File: config.mk
export PLATFORM = sky130hd
export DESIGN_NAME = ram_fifo_ctrl
export DESIGN_NICKNAME = d
export VERILOG_FILES = /design/src/rtl/fifo_pkg.sv /design/src/rtl/fifo_out_buf.sv /design/src/rtl/ram_fifo_ctrl.sv
export SDC_FILE = /design/constraint.sdc
export NUM_CORES = 1
export LEC_CHECK = 0
export CAP_MARGIN = 30
export CELL_PAD_IN_SITES_DETAIL_PLACEMENT = 0
export CELL_PAD_IN_SITES_GLOBAL_PLACEMENT = 1
export CORE_MARGIN = 8
export CORE_UTILIZATION = 38
export CTS_CLUSTER_DIAMETER = 80
export DETAILED_ROUTE_END_ITERATION = 16
export GPL_TIMING_DRIVEN = 0
export PLACE_DENSITY_LB_ADDON = 0.1
export REMOVE_ABC_BUFFERS = 1
export SLEW_MARGIN = 20
export SYNTH_ARGS = -nofsm -noshare
export SYNTH_HDL_FRONTEND = slang
export SYNTH_SLANG_ARGS = --single-unit
File: constraint.sdc
create_clock -name i_clk -period 5.95 [get_ports i_clk]
set_clock_uncertainty 0.15 [all_clocks]
set_input_delay 0.8925 -clock i_clk [delete_from_list [all_inputs] [get_ports i_clk]]
set_output_delay 0.8925 -clock i_clk [all_outputs]
set_load 0.01 [all_outputs]
File: src/rtl/fifo_pkg.sv
// Shared constants and width helper for the RAM-backed FIFO controller and its output buffer.
package fifo_pkg;
    localparam int BUF_DEPTH      = 2;
    localparam int RAM_RD_LATENCY = 1;

    function automatic int fifo_addr_w(input int depth);
        return (depth > 1) ? $clog2(depth) : 1;
    endfunction
endpackage

File: src/rtl/fifo_out_buf.sv
// Two-entry register FIFO that holds RAM read returns; 0-cycle pop, 1-cycle push-to-valid.
// Upstream never pushes into a full buffer, so push has no ready.
module fifo_out_buf
    import fifo_pkg::*;
#(
    parameter int WIDTH = 8,
    localparam int CW   = $clog2(BUF_DEPTH + 1)
) (
    input  logic             i_clk,
    input  logic             i_rst,
    input  logic             i_push,
    input  logic [WIDTH-1:0] i_push_data,
    input  logic             i_pop,
    output logic             o_valid,
    output logic [WIDTH-1:0] o_data,
    output logic [CW-1:0]    o_count
);
    logic [WIDTH-1:0] head_q, head_d, tail_q, tail_d;
    logic [CW-1:0]    cnt_q, cnt_d;

    always_comb begin
        head_d = head_q;
        tail_d = tail_q;
        cnt_d  = cnt_q;
        unique case ({i_push, i_pop})
            2'b10: begin
                if (cnt_q == CW'(0)) head_d = i_push_data;
                else                 tail_d = i_push_data;
                cnt_d = cnt_q + CW'(1);
            end
            2'b01: begin
                head_d = tail_q;
                cnt_d  = cnt_q - CW'(1);
            end
            2'b11: begin
                // Simultaneous push/pop: the new word lands behind whatever remains.
                if (cnt_q == CW'(1)) begin
                    head_d = i_push_data;
                end else begin
                    head_d = tail_q;
                    tail_d = i_push_data;
                end
            end
            default: ;
        endcase
    end

    always_ff @(posedge i_clk or posedge i_rst) begin
        if (i_rst) begin
            head_q <= '0;
            tail_q <= '0;
            cnt_q  <= '0;
        end else begin
            head_q <= head_d;
            tail_q <= tail_d;
            cnt_q  <= cnt_d;
        end
    end

    assign o_valid = (cnt_q != CW'(0));
    assign o_data  = head_q;
    assign o_count = cnt_q;
endmodule

File: src/rtl/ram_fifo_ctrl.sv
// FWFT FIFO controller over a 1-cycle-latency dual-port RAM; write-to-valid 3 cycles, 1 word/cycle.
// Producer has no backpressure (drops flagged on o_overflow); FIFO_STATS_EN adds high-water/drop counters.
module ram_fifo_ctrl
    import fifo_pkg::*;
#(
    parameter int  WIDTH = 8,
    parameter int  DEPTH = 256,
    localparam int AW    = fifo_addr_w(DEPTH),
    localparam int CW    = $clog2(DEPTH + 3)
) (
    input  logic             i_clk,
    input  logic             i_rst,
    input  logic             i_wr_dv,
    input  logic [WIDTH-1:0] i_wr_data,
    output logic             o_full,
    output logic             o_overflow,
    output logic             o_ram_wr_dv,
    output logic [AW-1:0]    o_ram_wr_addr,
    output logic [WIDTH-1:0] o_ram_wr_data,
    output logic             o_ram_rd_en,
    output logic [AW-1:0]    o_ram_rd_addr,
    input  logic [WIDTH-1:0] i_ram_rd_data,
    input  logic             i_ram_rd_dv,
`ifdef FIFO_STATS_EN
    output logic [CW-1:0]    o_max_count,
    output logic [15:0]      o_drop_cnt,
`endif
    output logic             o_valid,
    output logic [WIDTH-1:0] o_data,
    input  logic             i_ready,
    output logic [CW-1:0]    o_count
);
    localparam logic [AW:0] FULL_CNT = (AW+1)'(DEPTH);

    logic [AW-1:0] wr_ptr_q, wr_ptr_d, rd_ptr_q, rd_ptr_d;
    logic [AW:0]   ram_count_q, ram_count_d;
    logic          inflight_q, full_q, overflow_q;
    logic          wr_accept, wr_drop, issue, pop;
    logic [1:0]    buf_count;
    logic [2:0]    occ_after_pop;

    assign pop           = o_valid && i_ready;
    assign wr_accept     = i_wr_dv && (ram_count_q != FULL_CNT);
    assign wr_drop       = i_wr_dv && !wr_accept;
    // Only prefetch when the returning word is guaranteed a slot in the output buffer.
    assign occ_after_pop = 3'(buf_count) + 3'(inflight_q) - 3'(pop);
    assign issue         = (ram_count_q != '0) && (occ_after_pop < 3'(BUF_DEPTH));

    always_comb begin
        wr_ptr_d    = wr_ptr_q;
        rd_ptr_d    = rd_ptr_q;
        ram_count_d = ram_count_q;
        if (wr_accept) wr_ptr_d = wr_ptr_q + 1'b1;
        if (issue)     rd_ptr_d = rd_ptr_q + 1'b1;
        case ({wr_accept, issue})
            2'b10:   ram_count_d = ram_count_q + 1'b1;
            2'b01:   ram_count_d = ram_count_q - 1'b1;
            default: ;
        endcase
    end

    always_ff @(posedge i_clk or posedge i_rst) begin
        if (i_rst) begin
            wr_ptr_q    <= '0;
            rd_ptr_q    <= '0;
            ram_count_q <= '0;
            inflight_q  <= 1'b0;
            full_q      <= 1'b0;
            overflow_q  <= 1'b0;
        end else begin
            wr_ptr_q    <= wr_ptr_d;
            rd_ptr_q    <= rd_ptr_d;
            ram_count_q <= ram_count_d;
            inflight_q  <= issue;
            full_q      <= (ram_count_d == FULL_CNT);
            overflow_q  <= wr_drop;
        end
    end

    fifo_out_buf #(.WIDTH(WIDTH)) u_out_buf (
        .i_clk       (i_clk),
        .i_rst       (i_rst),
        .i_push      (inflight_q),
        .i_push_data (i_ram_rd_data),
        .i_pop       (pop),
        .o_valid     (o_valid),
        .o_data      (o_data),
        .o_count     (buf_count)
    );

    assign o_ram_wr_dv   = wr_accept && !i_rst;
    assign o_ram_wr_addr = wr_ptr_q;
    assign o_ram_wr_data = i_wr_data;
    assign o_ram_rd_en   = issue && !i_rst;
    assign o_ram_rd_addr = rd_ptr_q;
    assign o_full        = full_q;
    assign o_overflow    = overflow_q;
    assign o_count       = CW'(ram_count_q) + CW'(inflight_q) + CW'(buf_count);

`ifdef FIFO_STATS_EN
    logic [CW-1:0] max_count_q;
    logic [15:0]   drop_cnt_q;

    always_ff @(posedge i_clk or posedge i_rst) begin
        if (i_rst) begin
            max_count_q <= '0;
            drop_cnt_q  <= '0;
        end else begin
            if (o_count > max_count_q) max_count_q <= o_count;
            if (wr_drop && (drop_cnt_q != 16'hFFFF)) drop_cnt_q <= drop_cnt_q + 16'd1;
        end
    end

    assign o_max_count = max_count_q;
    assign o_drop_cnt  = drop_cnt_q;
`endif

`ifndef SYNTHESIS
    logic chk_rd_en_q;

    always_ff @(posedge i_clk or posedge i_rst) begin
        if (i_rst) chk_rd_en_q <= 1'b0;
        else       chk_rd_en_q <= o_ram_rd_en;
    end

    always @(posedge i_clk) begin
        if (!i_rst && (inflight_q != chk_rd_en_q))
            $error("ram_fifo_ctrl: inflight flag disagrees with previous-cycle read enable");
        if (!i_rst && inflight_q && !i_ram_rd_dv)
            $error("ram_fifo_ctrl: RAM did not return data for an issued read");
    end
`endif
endmodule
==> metrics <==
post-cts resize count=0; Synth Area in XOR/XNOR=0.102; Slowest Stage Delay on Critical Path=480 ps; crit-path cells=clkdlybuf4s50_1 -> nor2b_1 -> and2_1 -> o21ai_0 -> fa_1 -> xnor2_1 -> o211a_1 -> ha_1 -> inv_1 -> fa_1 -> nor2b_1 -> o31a_1 -> o22ai_1 -> mux2i_1 -> xnor2_1 -> and3b_1 -> o2111a_1; synthesized area per cell=10.2 µm²; Initial Utilization=0.393; cell count after synthesis=261; CTS buffer count=5; CP Max Fanout=10; setup TNS=0 ps; first-pass GRT wire length=9940 µm; placed insts=393; total vias in the final route=1966; H-Tree Depth=2; final hold violations=0; Crit. End Element=flop; clock buffer depth=2; site row count=30; Adder-Cell Fraction of Synth Area=0.0910; hpwl dp=4410 µm; Distinct cells, synth=44; gr usage total=0.123; CP required=6030 ps; DP Area=3210 µm²; Top FF cell, synth=dfrtp_1; area delta synth->final=25.7%; PD cells=661 nW/µm²; largest net degree at the start of global routing=31; fin. max-slew vios=0; Vias per Instance=4.90; initial antenna violation count=0; Worst Hold Class=flop to flop; WS Path Type=input port to flop; total wire length=5930 µm; ys async rst share=1.00; RSZ-0062 raised after global routing=false; wire per inst=14.8 µm; Synth warnings=0; compound-gate portion of the synthesized area=0.108; Cell Area, Synth=2670 µm²; Layout Cells excl Fill=401; I/O pin count=67; Max Cap Violations=0; register area share after synthesis=0.431; Finished Cell Area=3350 µm²; Max-Slew Margin vs Limit=0.524; layout cell share with drive strength beyond 1=0.0820; Die W=99.8 µm; Synth Area in Simple Gates=0.138; antenna viol nets, final=0; routability cong.=0.754; Final Core Density=0.494; initial drt markers=59; CTS tree=built; f_max=186 MHz; slew of the pin with the lowest slew margin=712 ps; Reg clk slew, reported paths=90 ps; global route overflow=0; largest family of logic cells by synthesized area=simple AND/OR/NAND/NOR gates; status=finished clean; core area=6790 µm²; Hold Slack=322 ps; post-synthesis mux area share=0.0755; LEAKAGE=1.48 nW; Die Footprint=9960 µm²; post-cts hold buffer count=0; number of global-route vias before repair=1991; Worst Setup Start Kind=input port; worst skew pair latency=300 ps; EDFF count, synth=0; drt drc=0; number of antenna diodes=0; Slowest-stage cell, CP=clkdlybuf4s50_1; number of port buffers=49; Final min period=5370 ps; Final Setup Violations=0; number of setup buffers added after CTS=0; worst IR drop on VDD=373 µV; WP data arrival=5450 ps; DR pass1 iterations=4; Die H=99.8 µm; CTS Sinks=46; Yosys reg bits=46; final net count=342; Final Cycle Share=0.902; CTS root buf=clkbuf_8
placed cells by master (no fill, tap or decap), drive strengths merged, types with 3 or more instances in the layout:
master,count
clkdlybuf4s50,49
dfrtp,46
nand2,29
xnor2,22
o21ai,17
nor2,15
ha,13
inv,13
mux2i,10
mux2,9
xor2,9
nand3,7
a21oi,7
nand4,6
clkbuf,6
o21a,5
fa,4
nor2b,4
and3,4
nor3,3
a21o,3
cells in the mapped netlist (2+ instances only):
cell	n	area share
dfrtp_1	46	0.43
o21a_1	5	0.014
nor2b_1	3	0.0070
a21oi_1	6	0.011
clkbuf_1	5	0.0070
nor2_1	15	0.021
nand2_1	29	0.041
nor4_1	2	0.0047
ha_1	13	0.061
and3_1	3	0.0070
a31oi_1	2	0.0047
nand3_1	7	0.013
nand4_1	6	0.014
xor2_1	9	0.030
inv_1	13	0.018
nor3_1	3	0.0056
buf_4	8	0.023
fa_1	4	0.030
mux2i_1	10	0.038
and2_1	2	0.0047
xnor2_1	22	0.072
o21ai_0	17	0.032
mux2_2	9	0.038
a21o_1	2	0.0056
worst paths after layout:
| path | from | cells after the start | endpoint | slack [ps] |
|---|---|---|---|---|
| max in group asynchronous | i_rst | 3 | u_out_buf.tail_q[0] | 4380 |
| min in group asynchronous | i_rst | 2 | o_ram_wr_addr[4] | 770 |
| worst min register to register | o_ram_rd_addr[7] | 1 | o_ram_rd_addr[7] | 320 |
| worst max-delay path | i_ready | 17 | o_full | 580 |
| worst max register to register | u_out_buf.o_count[1] | 18 | o_full | 790 |
| worst min-delay path | o_ram_rd_addr[7] | 1 | o_ram_rd_addr[7] | 320 |
cells by family after synthesis:
group,Yosys count
flip-flops,46
AO/OA/AOI/OAI,44
AND/OR/NAND/NOR,76
XOR/XNOR,31
adder cells (fa/ha/maj),17
multiplexers,19
buffers and inverters,28
registers in the layout (all words and copies together) (netlist names):
| name | flops |
|---|---|
| o_overflow | 1 |
| o_ram_rd_addr | 8 |
| o_full | 1 |
| u_out_buf.tail_q | 8 |
| u_out_buf.o_count | 2 |
| u_out_buf.o_data | 8 |
| ram_count_q | 9 |
| o_ram_wr_addr | 8 |
| inflight_q | 1 |
where the power goes:
part / internal (mW) / switching, mW
Clock: 0.179 / 0.108
Sequential: 0.463 / 0.158
Combinational: 0.666 / 0.642
Total: 1.31 / 0.908
final cells by class:
cell class              instances  area [µm²]
inverters                      13        48.8
clock buffers                   6        82.6
clock inverters                 2        60.1
flip-flops and latches         46        1150
repair buffers                 51         518
multi-input cells             187        1370
well taps                      96         120
fillers                       631        3440
metrics by stage:
step | total power, mW | setup WS, ps
after floorplan | 1.46 | 1400
after global placement | 1.93 | 290
after detailed placement | 1.95 | 261
after CTS | 2.25 | 555
after global routing | 2.43 | 154
final | 2.22 | 582
metal layers:
layer / wire length [µm] / up-vias / share of wire / track usage
li1: - / 972 / - / -
met5: 0 / - / 0 / 0
met1: 2880 / 934 / 0.49 / 0.159
met4: 68 / 0 / 0.011 / 0.0384
met2: 2610 / 52 / 0.44 / 0.189
met3: 370 / 8 / 0.062 / 0.0422
critical path, delay by kind of cell:
kind | cells | cell delay (ps)
xor gates and xnor gates | 2 | 310
muxes | 1 | 200
and+or+nand+nor | 4 | 1050
buffers and inverters | 2 | 610
AOI/OAI and AO/OA | 5 | 1110
adders and majority gates | 3 | 1280
No activity file was read; power rests on OpenSTA's default activity.
